## src/rtl/keypad_scan_fifo.sv

```systemverilog
// Matrix keypad scanner: active-low row drive, synchronised column sampling, frame debounce,
// optional auto-repeat, and a small valid/ready event queue of {type, code} records.
module keypad_scan_fifo #(
  parameter int NUM_ROWS        = 4,
  parameter int NUM_COLS        = 4,
  parameter int SCAN_DIV        = 4,
  parameter int DEBOUNCE_FRAMES = 3,
  parameter int REPEAT_DELAY    = 0,
  parameter int REPEAT_RATE     = 8,
  parameter int FIFO_DEPTH      = 4,
  parameter int CODE_W          = 4
) (
  input  logic                clk,
  input  logic                rst_n,
  input  logic [NUM_COLS-1:0] col_n,
  output logic [NUM_ROWS-1:0] row_n,
  output logic [CODE_W+1:0]   evt_data,
  output logic                evt_valid,
  input  logic                evt_ready,
  output logic                pressed,
  output logic [CODE_W-1:0]   key_cur,
  output logic                overflow,
  input  logic                ovf_clr
);

  localparam int DWELL_W = $clog2(SCAN_DIV);
  localparam int ROW_W   = $clog2(NUM_ROWS);
  localparam int CNT_W   = $clog2(DEBOUNCE_FRAMES + 1);
  localparam int REP_MAX = (REPEAT_DELAY > REPEAT_RATE) ? REPEAT_DELAY : REPEAT_RATE;
  localparam int REP_W   = $clog2(REP_MAX + 1);
  localparam int AW      = $clog2(FIFO_DEPTH);

  localparam logic [1:0] EVT_PRESS   = 2'b01;
  localparam logic [1:0] EVT_RELEASE = 2'b10;
  localparam logic [1:0] EVT_REPEAT  = 2'b11;

  typedef enum logic [1:0] {S_IDLE, S_PRESS_DB, S_HELD, S_REL_DB} state_t;

  logic [NUM_COLS-1:0] r_col_s1, r_col_s2;
  logic [DWELL_W-1:0]  r_dwell;
  logic [ROW_W-1:0]    r_row;
  logic [1:0]          r_acc_n;
  logic [CODE_W-1:0]   r_acc_code;
  logic                r_acc_hit;

  state_t              r_state, w_state_nx;
  logic [CNT_W-1:0]    r_cnt, w_cnt_nx;
  logic [CODE_W-1:0]   r_key_cur, w_key_nx;
  logic [REP_W-1:0]    r_rep_cnt, w_rep_nx, w_rep_inc, w_rep_tgt;
  logic                r_rep_first, w_rep_first_nx;

  logic                w_dwell_end, w_frame_end;
  logic [1:0]          w_row_n, w_tot_n;
  logic [2:0]          w_sum;
  logic [CODE_W-1:0]   w_row_base, w_row_code, w_tot_code;
  logic                w_row_hit, w_tot_hit;
  logic                w_push;
  logic [1:0]          w_push_type;

  logic [CODE_W+1:0]   r_mem [FIFO_DEPTH];
  logic [AW:0]         r_wptr, r_rptr;
  logic                r_overflow;
  logic                w_empty, w_full, w_pop, w_wr, w_drop;

  // Two-flop synchroniser for the asynchronous column pins
  always_ff @(posedge clk) begin
    r_col_s1 <= col_n;
    r_col_s2 <= r_col_s1;
  end

  assign w_dwell_end = (r_dwell == DWELL_W'(SCAN_DIV - 1));
  assign w_frame_end = w_dwell_end && (r_row == ROW_W'(NUM_ROWS - 1));

  always_ff @(posedge clk) begin
    if (!rst_n) begin
      r_dwell <= '0;
      r_row   <= '0;
    end else if (w_dwell_end) begin
      r_dwell <= '0;
      r_row   <= (r_row == ROW_W'(NUM_ROWS - 1)) ? '0 : r_row + ROW_W'(1);
    end else begin
      r_dwell <= r_dwell + DWELL_W'(1);
    end
  end

  assign row_n = ~(NUM_ROWS'(1) << r_row);

  // Per-row sample: count of low columns (saturating at 2), its code, and key_cur presence
  always_comb begin
    w_row_n    = 2'd0;
    w_row_code = '0;
    w_row_hit  = 1'b0;
    w_row_base = CODE_W'(r_row) * CODE_W'(NUM_COLS);
    for (int c = 0; c < NUM_COLS; c++) begin
      if (!r_col_s2[c]) begin
        if (w_row_n != 2'd2) w_row_n = w_row_n + 2'd1;
        w_row_code = w_row_base + CODE_W'(c);
        if (r_key_cur == w_row_base + CODE_W'(c)) w_row_hit = 1'b1;
      end
    end
  end

  assign w_sum      = {1'b0, r_acc_n} + {1'b0, w_row_n};
  assign w_tot_n    = (w_sum >= 3'd2) ? 2'd2 : w_sum[1:0];
  assign w_tot_code = (w_row_n != 2'd0) ? w_row_code : r_acc_code;
  assign w_tot_hit  = r_acc_hit | w_row_hit;

  always_ff @(posedge clk) begin
    if (!rst_n) begin
      r_acc_n   <= 2'd0;
      r_acc_hit <= 1'b0;
    end else if (w_frame_end) begin
      r_acc_n   <= 2'd0;
      r_acc_hit <= 1'b0;
    end else if (w_dwell_end) begin
      r_acc_n   <= w_tot_n;
      r_acc_hit <= w_tot_hit;
    end
  end

  always_ff @(posedge clk) begin
    if (w_dwell_end) r_acc_code <= w_tot_code;
  end

  always_ff @(posedge clk) begin
    if (!rst_n) begin
      r_state     <= S_IDLE;
      r_cnt       <= '0;
      r_key_cur   <= '0;
      r_rep_cnt   <= '0;
      r_rep_first <= 1'b1;
    end else begin
      r_state     <= w_state_nx;
      r_cnt       <= w_cnt_nx;
      r_key_cur   <= w_key_nx;
      r_rep_cnt   <= w_rep_nx;
      r_rep_first <= w_rep_first_nx;
    end
  end

  assign w_rep_inc = r_rep_cnt + REP_W'(1);
  assign w_rep_tgt = r_rep_first ? REP_W'(REPEAT_DELAY) : REP_W'(REPEAT_RATE);

  always_comb begin
    w_state_nx     = r_state;
    w_cnt_nx       = r_cnt;
    w_key_nx       = r_key_cur;
    w_rep_nx       = r_rep_cnt;
    w_rep_first_nx = r_rep_first;
    w_push         = 1'b0;
    w_push_type    = 2'b00;
    if (w_frame_end) begin
      case (r_state)
        S_IDLE: begin
          if (w_tot_n == 2'd1) begin
            w_state_nx = S_PRESS_DB;
            w_key_nx   = w_tot_code;
            w_cnt_nx   = CNT_W'(1);
          end
        end
        S_PRESS_DB: begin
          if (w_tot_n == 2'd1 && w_tot_code == r_key_cur) begin
            if (r_cnt + CNT_W'(1) == CNT_W'(DEBOUNCE_FRAMES)) begin
              w_push         = 1'b1;
              w_push_type    = EVT_PRESS;
              w_state_nx     = S_HELD;
              w_rep_nx       = '0;
              w_rep_first_nx = 1'b1;
            end else begin
              w_cnt_nx = r_cnt + CNT_W'(1);
            end
          end else begin
            w_state_nx = S_IDLE;
          end
        end
        S_HELD: begin
          if (w_tot_hit) begin
            // After the first repeat the counter restarts so later repeats use the rate
            if (REPEAT_DELAY > 0) begin
              if (w_rep_inc == w_rep_tgt) begin
                w_push         = 1'b1;
                w_push_type    = EVT_REPEAT;
                w_rep_nx       = '0;
                w_rep_first_nx = 1'b0;
              end else begin
                w_rep_nx = w_rep_inc;
              end
            end
          end else begin
            w_state_nx = S_REL_DB;
            w_cnt_nx   = CNT_W'(1);
          end
        end
        S_REL_DB: begin
          if (!w_tot_hit) begin
            if (r_cnt + CNT_W'(1) == CNT_W'(DEBOUNCE_FRAMES)) begin
              w_push      = 1'b1;
              w_push_type = EVT_RELEASE;
              w_state_nx  = S_IDLE;
            end else begin
              w_cnt_nx = r_cnt + CNT_W'(1);
            end
          end else begin
            w_state_nx = S_HELD;
          end
        end
        default: w_state_nx = S_IDLE;
      endcase
    end
  end

  assign pressed = (r_state == S_HELD) || (r_state == S_REL_DB);
  assign key_cur = r_key_cur;

  // Event queue: extra pointer bit separates full from empty
  assign w_empty = (r_wptr == r_rptr);
  assign w_full  = (r_wptr[AW] != r_rptr[AW]) && (r_wptr[AW-1:0] == r_rptr[AW-1:0]);
  assign w_pop   = !w_empty && evt_ready;
  assign w_wr    = w_push && (!w_full || w_pop);
  assign w_drop  = w_push && w_full && !w_pop;

  always_ff @(posedge clk) begin
    if (w_wr) r_mem[r_wptr[AW-1:0]] <= {w_push_type, r_key_cur};
  end

  always_ff @(posedge clk) begin
    if (!rst_n) begin
      r_wptr     <= '0;
      r_rptr     <= '0;
      r_overflow <= 1'b0;
    end else begin
      if (w_wr)  r_wptr <= r_wptr + (AW+1)'(1);
      if (w_pop) r_rptr <= r_rptr + (AW+1)'(1);
      if (w_drop)       r_overflow <= 1'b1;
      else if (ovf_clr) r_overflow <= 1'b0;
    end
  end

  assign evt_data  = r_mem[r_rptr[AW-1:0]];
  assign evt_valid = !w_empty;
  assign overflow  = r_overflow;

endmodule

```

## config.mk

```make
export PLATFORM = sky130hd
export DESIGN_NAME = keypad_scan_fifo
export DESIGN_NICKNAME = d
export VERILOG_FILES = /design/src/rtl/keypad_scan_fifo.sv
export SDC_FILE = /design/constraint.sdc
export NUM_CORES = 1
export LEC_CHECK = 0
export BUFFER_PORTS_ARGS = -buffer_cell sky130_fd_sc_hd__buf_4
export CORE_MARGIN = 5
export CORE_UTILIZATION = 50
export DETAILED_ROUTE_END_ITERATION = 7
export MAX_ROUTING_LAYER = met4
export PLACE_DENSITY = 0.69
export SYNTH_ARGS = -nofsm -noshare
export SYNTH_HDL_FRONTEND = slang
export SYNTH_SLANG_ARGS = --single-unit
```

## constraint.sdc

```tcl
create_clock -name clk -period 8.4 [get_ports clk]
set_input_delay 0.42 -clock clk [delete_from_list [all_inputs] [get_ports clk]]
set_output_delay 0.42 -clock clk [all_outputs]
set_load 0.03 [all_outputs]
```

==> Word level (Yosys, flattened, before mapping) <==
Memories as Yosys holds them, arrays and structs flattened. A register that Yosys moved wholly into a read port is not among the register bits.
Index checks and enable logic that the tools add are counted.
{ "totals": {"register_bits": 34, "ramBits": 24, "memories": 1} }
{ "memory_table": {"columns": ["name", "words", "word_bits", "read_ports", "rd_ports_with_merged_regs", "wr", "line", "rtl"], "rows": [
  ["r_mem", 4, 6, 1, 1, 1, "60", "logic [CODE_W+1:0] r_mem [FIFO_DEPTH];"]
]} }
{ "classes": {"n_addsub": 12, "order_cmp": 1, "n_eq_ne": 24, "shifts": 1, "muxes": 51, "n_bitwise": 3, "reduce_logical": 20} }
{ "op_table": {"columns": ["operator", "n"], "rows": [
  ["$mux W2", 23],
  ["$eq A4 B4 Y1", 5],
  ["$mux W4", 5],
  ["$mux W1", 19],
  ["$pmux W2 S4", 2],
  ["$ne A2 B2 Y1 const B", 7],
  ["$add A2 B1 Y2 const B", 6],
  ["$eq A2 B2 Y1 const B", 5],
  ["$reduce_and A5 Y1", 2],
  ["$add A4 B2 Y4 const B", 2],
  ["$logic_and A1 B1 Y1", 7],
  ["$add A3 B1 Y3 const B", 2],
  ["$ne A3 B3 Y1 const B", 2],
  ["$add A4 B1 Y4 const B", 1],
  ["$eq A2 B1 Y1 const B", 2],
  ["$not A4 Y4", 1],
  ["$pmux W2 S2", 1],
  ["$reduce_bool A2 Y1", 2],
  ["$reduce_or A2 Y1", 2],
  ["$shl A1 B2 Y4 const A", 1],
  ["$add A2 B2 Y3", 1],
  ["$eq A3 B3 Y1", 1],
  ["$ge A3 B2 Y1 const B", 1],
  ["$logic_not A1 Y1", 3],
  ["8 further kinds", 9]
]} }

==> Longest topological paths before layout <==
Gate-level depths: netlist of run 1.
{ "logic_depth": {"ltp_word": 21, "mapped_depth": 18} }

==> Worst setup path after synthesis of run 1 <==
OpenSTA, ideal clock, no wires.
{ "synth_timing": {"path_type": "flip-flop to flip-flop", "startpoint": "register r_col_s2[1]", "endpoint": "memory r_mem[0][0] in the netlist's numbering (enable)", "arrival_time_ns": 3.309, "required_time_ns": 8.080, "path_slack_ns": 4.771, "stages_incl_launch_ff": 17, "path_buffers": 0, "period_less_slack_ns": 3.629, "path_cell_list": "dfxtp_1 inv_1 ha_1 mux2i_2 ha_1 nor2_1 a21o_4 inv_1 ha_1 inv_1 fa_1 nand3_1 nor2_1 and2_1 mux2i_2 o31ai_4 and2_1"} }
{ "synth_between": {"elab_chain_len": 18} }
{ "synth_rtl": {"columns": ["item", "line", "rtl"], "rows": [
  ["start: declaration", "39", "logic [NUM_COLS-1:0] r_col_s1, r_col_s2;"],
  ["start signal: assignment", "68", "r_col_s2 <= r_col_s1;"],
  ["$mux W2", "95", "if (!r_col_s2[c]) begin"],
  ["$add A2 B1 Y2 / $ne A2 B2 Y1 (equally long branches)", "96", "if (w_row_n != 2'd2) w_row_n = w_row_n + 2'd1;"],
  ["$mux W2", "96", null],
  ["$mux W2", "95", null],
  ["$add A2 B1 Y2 / $ne A2 B2 Y1 (equally long branches)", "96", null],
  ["$mux W2", "96", null],
  ["$mux W2", "95", null],
  ["$add A2 B2 Y3", "103", "assign w_sum = {1'b0, r_acc_n} + {1'b0, w_row_n};"],
  ["(+2 left out)", null, null],
  ["$eq A2 B1 Y1", "162", "if (w_tot_n == 2'd1 && w_tot_code == r_key_cur) begin"],
  ["$logic_and A1 B1 Y1", "162", null],
  ["$mux W1", "162", null],
  ["$pmux W1 S2 *", "153", "case (r_state)"],
  ["$mux W1 *", "152", "if (w_frame_end) begin"],
  ["$logic_and A1 B1 Y1 *", "219", "assign w_wr = w_push && (!w_full || w_pop);"],
  ["$mux W1 *", "223", "if (w_wr) r_mem[r_wptr[AW-1:0]] <= {w_push_type, r_key_cur};"],
  ["$mux W1 (implied by the code) *", "223", null],
  ["end: declaration", "60", null]
]} }
Mark *: on every way between the ends. The rest lies on a longest branch, timed or not.

==> Worst setup path after layout of run 1 <==
{ "layout_timing": {"startpoint": "register r_col_s2[1]", "endpoint": "memory r_mem[0][2] in the netlist's numbering (enable)"} }
The elaborated chain is that of the path after synthesis.

==> results of run 1 <==
metrics by stage:
stage	power [W]	hold slack [ns]	util (%)	setup slack [ns]	instance area [sq um]
5_1_grt	0.000667	0.173	58.8	3.92	3480
6_report	0.000640	0.190	58.8	4.33	3480
2_1_floorplan	0.000361	0.310	-	4.77	3050
3_3_place_gp	0.000371	0.312	55.3	4.46	3270
4_1_cts	0.000647	0.172	58.8	4.30	3480
3_5_place_dp	0.000373	0.314	55.3	4.32	3270
synthesized netlist by cell type (3+ instances only):
cell type | n | area share [%]
dfxtp_1 | 32 | 21
edfxtp_1 | 28 | 28
nor2_1 | 11 | 1.4
nor3_1 | 8 | 1.3
nand2b_1 | 5 | 1.0
mux4_2 | 7 | 5.2
and2_1 | 8 | 1.6
ha_1 | 16 | 6.6
nor2b_1 | 15 | 3.1
xor2_1 | 6 | 1.7
inv_1 | 19 | 2.3
o21a_1 | 3 | 0.74
clkbuf_1 | 7 | 0.86
nand2_1 | 16 | 2.0
nand3_1 | 7 | 1.1
mux2i_1 | 13 | 4.3
flip-flops by register name, indices dropped and copies added (netlist names), 2 cells and up, named ones only:
name,flops
r_row,2
r_col_s1,4
r_state,2
r_wptr,3
r_acc_code,4
r_rptr,3
r_mem,24
r_col_s2,4
key_cur,4
r_dwell,2
r_acc_n,2
r_cnt,2
power by group through the flow:
| stage | clock network (W) | logic [W] | registers [W] |
|---|---|---|---|
| floorplan | 0 | 0.0000430 | 0.000318 |
| global placement | 0 | 0.0000516 | 0.000320 |
| detailed placement | 0 | 0.0000527 | 0.000320 |
| CTS | 0.000281 | 0.0000528 | 0.000313 |
| global route | 0.000294 | 0.0000591 | 0.000314 |
| finish | 0.000274 | 0.0000520 | 0.000313 |
worst max path at each step:
stage | start | to | slack [ns]
final | r_col_s2[1] | r_mem[0][2] | 4.33
after floorplan | r_col_s2[1] | r_mem[0][0] | 4.77
after CTS | r_col_s2[1] | r_mem[0][2] | 4.30
after global placement | r_col_s2[1] | r_mem[0][1] | 4.46
after detailed placement | r_col_s2[1] | r_mem[0][0] | 4.32
after global routing | r_col_s2[1] | r_mem[0][2] | 3.92
worst max-delay path, delay by kind of cell, from the launching register on:
family / cells / cell delay, ns
DFF: 1 / 0.45
buffers and inverters: 3 / 0.19
muxes: 2 / 0.43
adders and majority gates: 4 / 1.19
AOI/OAI and AO/OA: 2 / 0.53
and+or+nand+nor: 5 / 0.96
kinds of logic (layout without fill, tap and decap cells):
group	Yosys count	after routing	synth area share, %
AO/OA/AOI/OAI	35	35	11.8
XOR/XNOR	8	8	2.30
adder cells (fa/ha/maj)	17	17	7.22
buffers and inverters	29	59	3.98
flip-flops	60	60	48.6
multiplexers	22	22	10.3
AND/OR/NAND/NOR	84	84	15.8
cell usage in the layout (no fill, tap or decap), types with 2 or more instances in the layout:
cell type / n
nand2b_1: 5
edfxtp_1: 28
nand3_1: 7
o31ai_4: 2
nor2_1: 11
clkbuf_8: 9
o21ai_0: 2
a31oi_1: 2
clkbuf_1: 2
ha_1: 16
and2_1: 8
xnor2_1: 2
o211a_1: 2
dfxtp_1: 32
o21a_1: 3
or2_2: 2
inv_1: 19
buf_4: 24
xor2_1: 6
nor3_1: 8
mux2i_2: 2
nand2_1: 16
o31a_1: 2
mux2i_1: 13
mux4_2: 7
bufinv_16: 2
a21oi_1: 2
o31ai_2: 2
and3_1: 2
and4_1: 2
nor2b_1: 15
o211ai_1: 2
area by class of cell:
cell class                 count  area, sq um
fill                         492         2440
sequential                    60         1480
multi-input combinational    166         1450
timing repair buffer          24          180
clock buffer                  11          131
tap                           75         93.8
clock inverter                 5         76.3
inverter                      19         71.3
routing by layer:
| layer | track usage, % | up-vias |
|---|---|---|
| met5 | - | - |
| met4 | 7.83 | 0 |
| met3 | 3.10 | 6 |
| met1 | 19.8 | 895 |
| met2 | 25.5 | 34 |
| li1 | - | 977 |
==> run metrics, run 1 <==
outcome=completed; sequential area share after synthesis=48.6%; largest net degree at the start of global routing=28; Avg Inst Size Synth=12.0 sq um; placer congestion estimate=0.824; Reg2Reg Depth=16; I/O pin count=25; Pwr Density=184 nW/um^2; Final Non-Filler Cells=360; max-slew violations=0; sequential share of power=49.0%; initial antenna violation count=0; Metal-1 WL=2440 microns; YS warnings=0; CP cell instances=inv_1 > ha_1 > mux2i_2 > ha_1 > nor2_1 > a21o_4 > inv_1 > ha_1 > inv_1 > fa_1 > nand3_1 > nor2_1 > and2_1 > mux2i_2 > o31ai_4 > and2_1; met3 WL=223 microns; CTS root buf=clkbuf_8; grt total ovfl=0; Max Fclk=246 MHz; dpl cells=344; RSZ-0062 raised after global routing=no; CP max FO=8; drt first pass iters=6; Worst R2R Setup Slack=4.33 ns; GRT Util Overall=16.1%; Clk pwr share=42.9%; TritonCTS clock tree=yes; Pleak=1.33 nW; HPWL Detailed=3880 microns; EDFF count, synth=28; Netlist Area Pre-Place=3050 sq um; Starting Density=51.5%; max-cap violations=0; std cell rows=28; final setup vio count=0; final setup TNS=0 ns; DR vias=1,912; Main synth FF type=dfxtp_1; remaining antenna violation count after routing=0; Critical R2R Launch=r_col_s2[1]; CTS Buffer Depth=2; Num Clock Sinks=60; hold-critical path depth=1; Tmin final=4.07 ns; Relative slew margins=46.3%; async set-or-reset flop fraction in the synthesized netlist=0%; Hold Path Origin=col_n[1]; cells after synthesis=255; CTS Hold Bufs=0; post_cts resized=0; H-Tree Depth=3; worst-skew pair later-pin latency=0.33 ns; Final Cycle Share=48.5%; vias in the first global route=1,947; Slew @ Worst Pin=0.795 ns; critical path endpoint category=flip-flop; syn_nets=280; Sw Pwr=0.000143 W; #FFs+latches synth=60; DRT iter0 DRCs=73; CTS clock-pin slew for the worst setup and hold paths=0.06 ns; Top Metal Used=met4; DRT Wirelength=5230 microns; Clock Skew=0.00577 ns; Die Span Y=88.1 microns; CP arrival=4.08 ns; Worst setup SP type=flip-flop; WL/cell=14.5 microns; area growth from synthesis to layout=14.2%; sw frac=22.3%; CTS Buf Count=9; max incr delay on CP=0.50 ns; FF-to-FF End=r_mem[0][2]; residual DRC count=0; first-pass GRT wire length=9110 microns; setup bufs post-CTS=0; fraction of layout cells with a size suffix above 1=21.1%; maximum VDD drop=0.114 mV; min-delay worst type=in -> reg; core region area=5920 sq um; vias per cell=5.31; part of the power in combinational logic=8.1%; CP max stage cell=fa_1; crit path kind=reg -> reg; Critical Path RT=8.41 ns; die area=7760 sq um; Hold Path End=r_col_s1[1]; met2 wire len=2500 microns; Int Power=0.000497 W; Yosys cell types=57; port bufs=24; die width=88.1 microns; antenna cells=0; final net count=305; Final Hold Vio Count=0
Power figures use the tool's default switching activity.
==> inputs of run 2 (changes only) <==
- PLACE_DENSITY: 0.69 -> 0.71
- clock period: 8.4 -> 3.7 ns (I/O delays scaled with it)
==> run 2 against run 1 <==
Critical endpoint is now r_mem[0][4]. Combinational power rose to 2.8 times the previous value. Sequential power up 130%. Global-route usage down 0.33 points. Clock skew up 0.00084 ns. Largest power group unchanged. Register-to-register slack worse by 4.2 ns. Core utilization up 3.3 points. Highest routed layer unchanged. Power up 130%. Die area unchanged.
==> run metrics, run 2 (synthesized netlist as in run 1, its figures left out) <==
Pleak=1.42 nW; leading cell types in the layout, fill and taps excluded=buf_4 (37), dfxtp_1 (30), edfxtp_1 (28), inv_1 (17), nand2_1 (16); std cell rows=28; Hold Path Origin=evt_ready; CP arrival=3.78 ns; Final Worst Setup Slack=0.129 ns; worst-skew pair later-pin latency=0.34 ns; FF-to-FF End=r_mem[0][4]; Worst R2R Setup Slack=0.13 ns; first-pass GRT wire length=8950 microns; final setup vio count=0; drt first pass iters=4; WL/cell=14.6 microns; Starting Density=51.5%; Die Span Y=88.1 microns; area growth from synthesis to layout=20.6%; Placed Area=3340 sq um; CTS Buf Count=9; port bufs=24; Place WS=-0.0224 ns; H-Tree Depth=3; Tmin final=3.57 ns; CP max stage cell=fa_1; vias in the first global route=1,951; fin area=3680 sq um; Relative slew margins=52.5%; antenna cells=0; Final Cycle Share=96.5%; max incr delay on CP=0.58 ns; crit path kind=reg -> reg; DRT Wirelength=5500 microns; die area=7760 sq um; residual DRC count=0; DR vias=2,031; grt total ovfl=0; I/O pin count=25; HPWL Detailed=3850 microns; Fill cells=474; Critical R2R Launch=r_col_s2[2]; CTS clock-pin slew for the worst setup and hold paths=0.06 ns; fraction of layout cells with a size suffix above 1=29.5%; Reg2Reg Depth=14; Hold Path End=r_rptr[1]; Worst setup SP type=flip-flop; placer congestion estimate=0.774; core region area=5920 sq um; Num Clock Sinks=60; CTS root buf=clkbuf_8; min-delay worst type=in -> reg; max reg flops=24; CP max FO=9; Clock Skew=0.00661 ns; DRT iter0 DRCs=50; TritonCTS clock tree=yes; die width=88.1 microns; commonest non-fill, non-tap cell in the layout=buf_4; max-cap violations=0; max-slew violations=0; hold-critical path depth=3; critical path endpoint category=flip-flop; Final Hold Vio Count=0; remaining antenna violation count after routing=0; GRT Util Overall=15.8%; Critical Path RT=3.91 ns; Max Fclk=280 MHz; final net count=322; final hold slack=0.184 ns; maximum VDD drop=0.345 mV; vias per cell=5.39; Pwr Density=406 nW/um^2; outcome=completed; Final Power=0.00149 W; Slew @ Worst Pin=0.703 ns; CP cell instances=mux2i_2 > ha_2 > nor2_1 > a21o_4 > inv_1 > ha_2 > inv_1 > fa_1 > nand3_2 > nor2_2 > buf_4 > or4b_4 > nor4bb_2 > buf_4; CTS Buffer Depth=2; initial antenna violation count=0; largest net degree at the start of global routing=28
[run 2: changes by cell type in the layout (fill, tap and decap cells not counted), moves of 2 or more]
cell           before  now
and2_1              8    5
and2_2              0    3
buf_4              24   37
clkbuf_1            2    0
dfxtp_1            32   30
dlygate4sd3_1       0    4
ha_1               16   13
ha_2                0    2
inv_1              19   17
inv_2               0    2
[run 2: final cells by class]
| class | count | area, sq um | area share [%] |
|---|---|---|---|
| inverter | 19 | 71.3 | 1.94 |
| sequential | 60 | 1490 | 40.4 |
| multi-input combinational | 166 | 1490 | 40.6 |
| timing repair buffer | 41 | 318 | 8.65 |
| clock inverter | 7 | 90.1 | 2.45 |
| tap | 75 | 93.8 | 2.55 |
| clock buffer | 9 | 124 | 3.37 |
[run 2: how the worst max path moves through the flow]
stage                      startpoint     endpoint  slack, ns  depth (start not counted)
final                     r_col_s2[2]  r_mem[0][4]       0.13                         14
after global routing      r_col_s2[2]  r_mem[0][4]      -0.06                         14
after CTS                 r_col_s2[0]  r_mem[0][4]      0.006                         16
after detailed placement  r_col_s2[0]  r_mem[1][3]      -0.02                         16
after global placement    r_col_s2[0]  r_mem[0][3]        0.1                         16
after floorplan           r_col_s2[1]  r_mem[0][0]       0.07                         16
[run 2: repair_timing]
item	4_1_cts	5_1_grt
endpoints found under the hold margin	4	0
pin swaps	0	5
hold buffers	4	0
setup endpoints to repair	6	36
resized for setup	1	15
setup buffers	0	4
[run 2: metal layers]
layer	vias to the layer above	share of wire [%]	track usage, %
met5	-	0	-
met4	0	1.6	5.91
met3	11	5.1	5.08
met2	46	48	24.7
met1	961	46	19.2
li1	1013	-	-
[run 2: critical path, delay by kind of cell, from the launching register on]
kind	cells	cell delay, ns
and+or+nand+nor	5	1.04
adders and majority gates	3	0.96
DFF	1	0.55
buffers and inverters	4	0.39
muxes	1	0.29
AOI/OAI and AO/OA	1	0.21
[run 2: where the power goes]
group          total (W)  switching [W]  internal, W  leakage, nW
Combinational   0.000146      0.0000759    0.0000697        0.771
Sequential      0.000711     0.00000996     0.000701        0.539
Clock           0.000637       0.000260     0.000377        0.109
[run 2: through the flow]
step	utilization, %	TNS (ns)	instances
2_1_floorplan	-	0	255
3_3_place_gp	56.4	0	353
3_5_place_dp	56.4	-0.133	353
4_1_cts	60.7	0	373
5_1_grt	62.1	-0.372	377
6_report	62.1	0	377
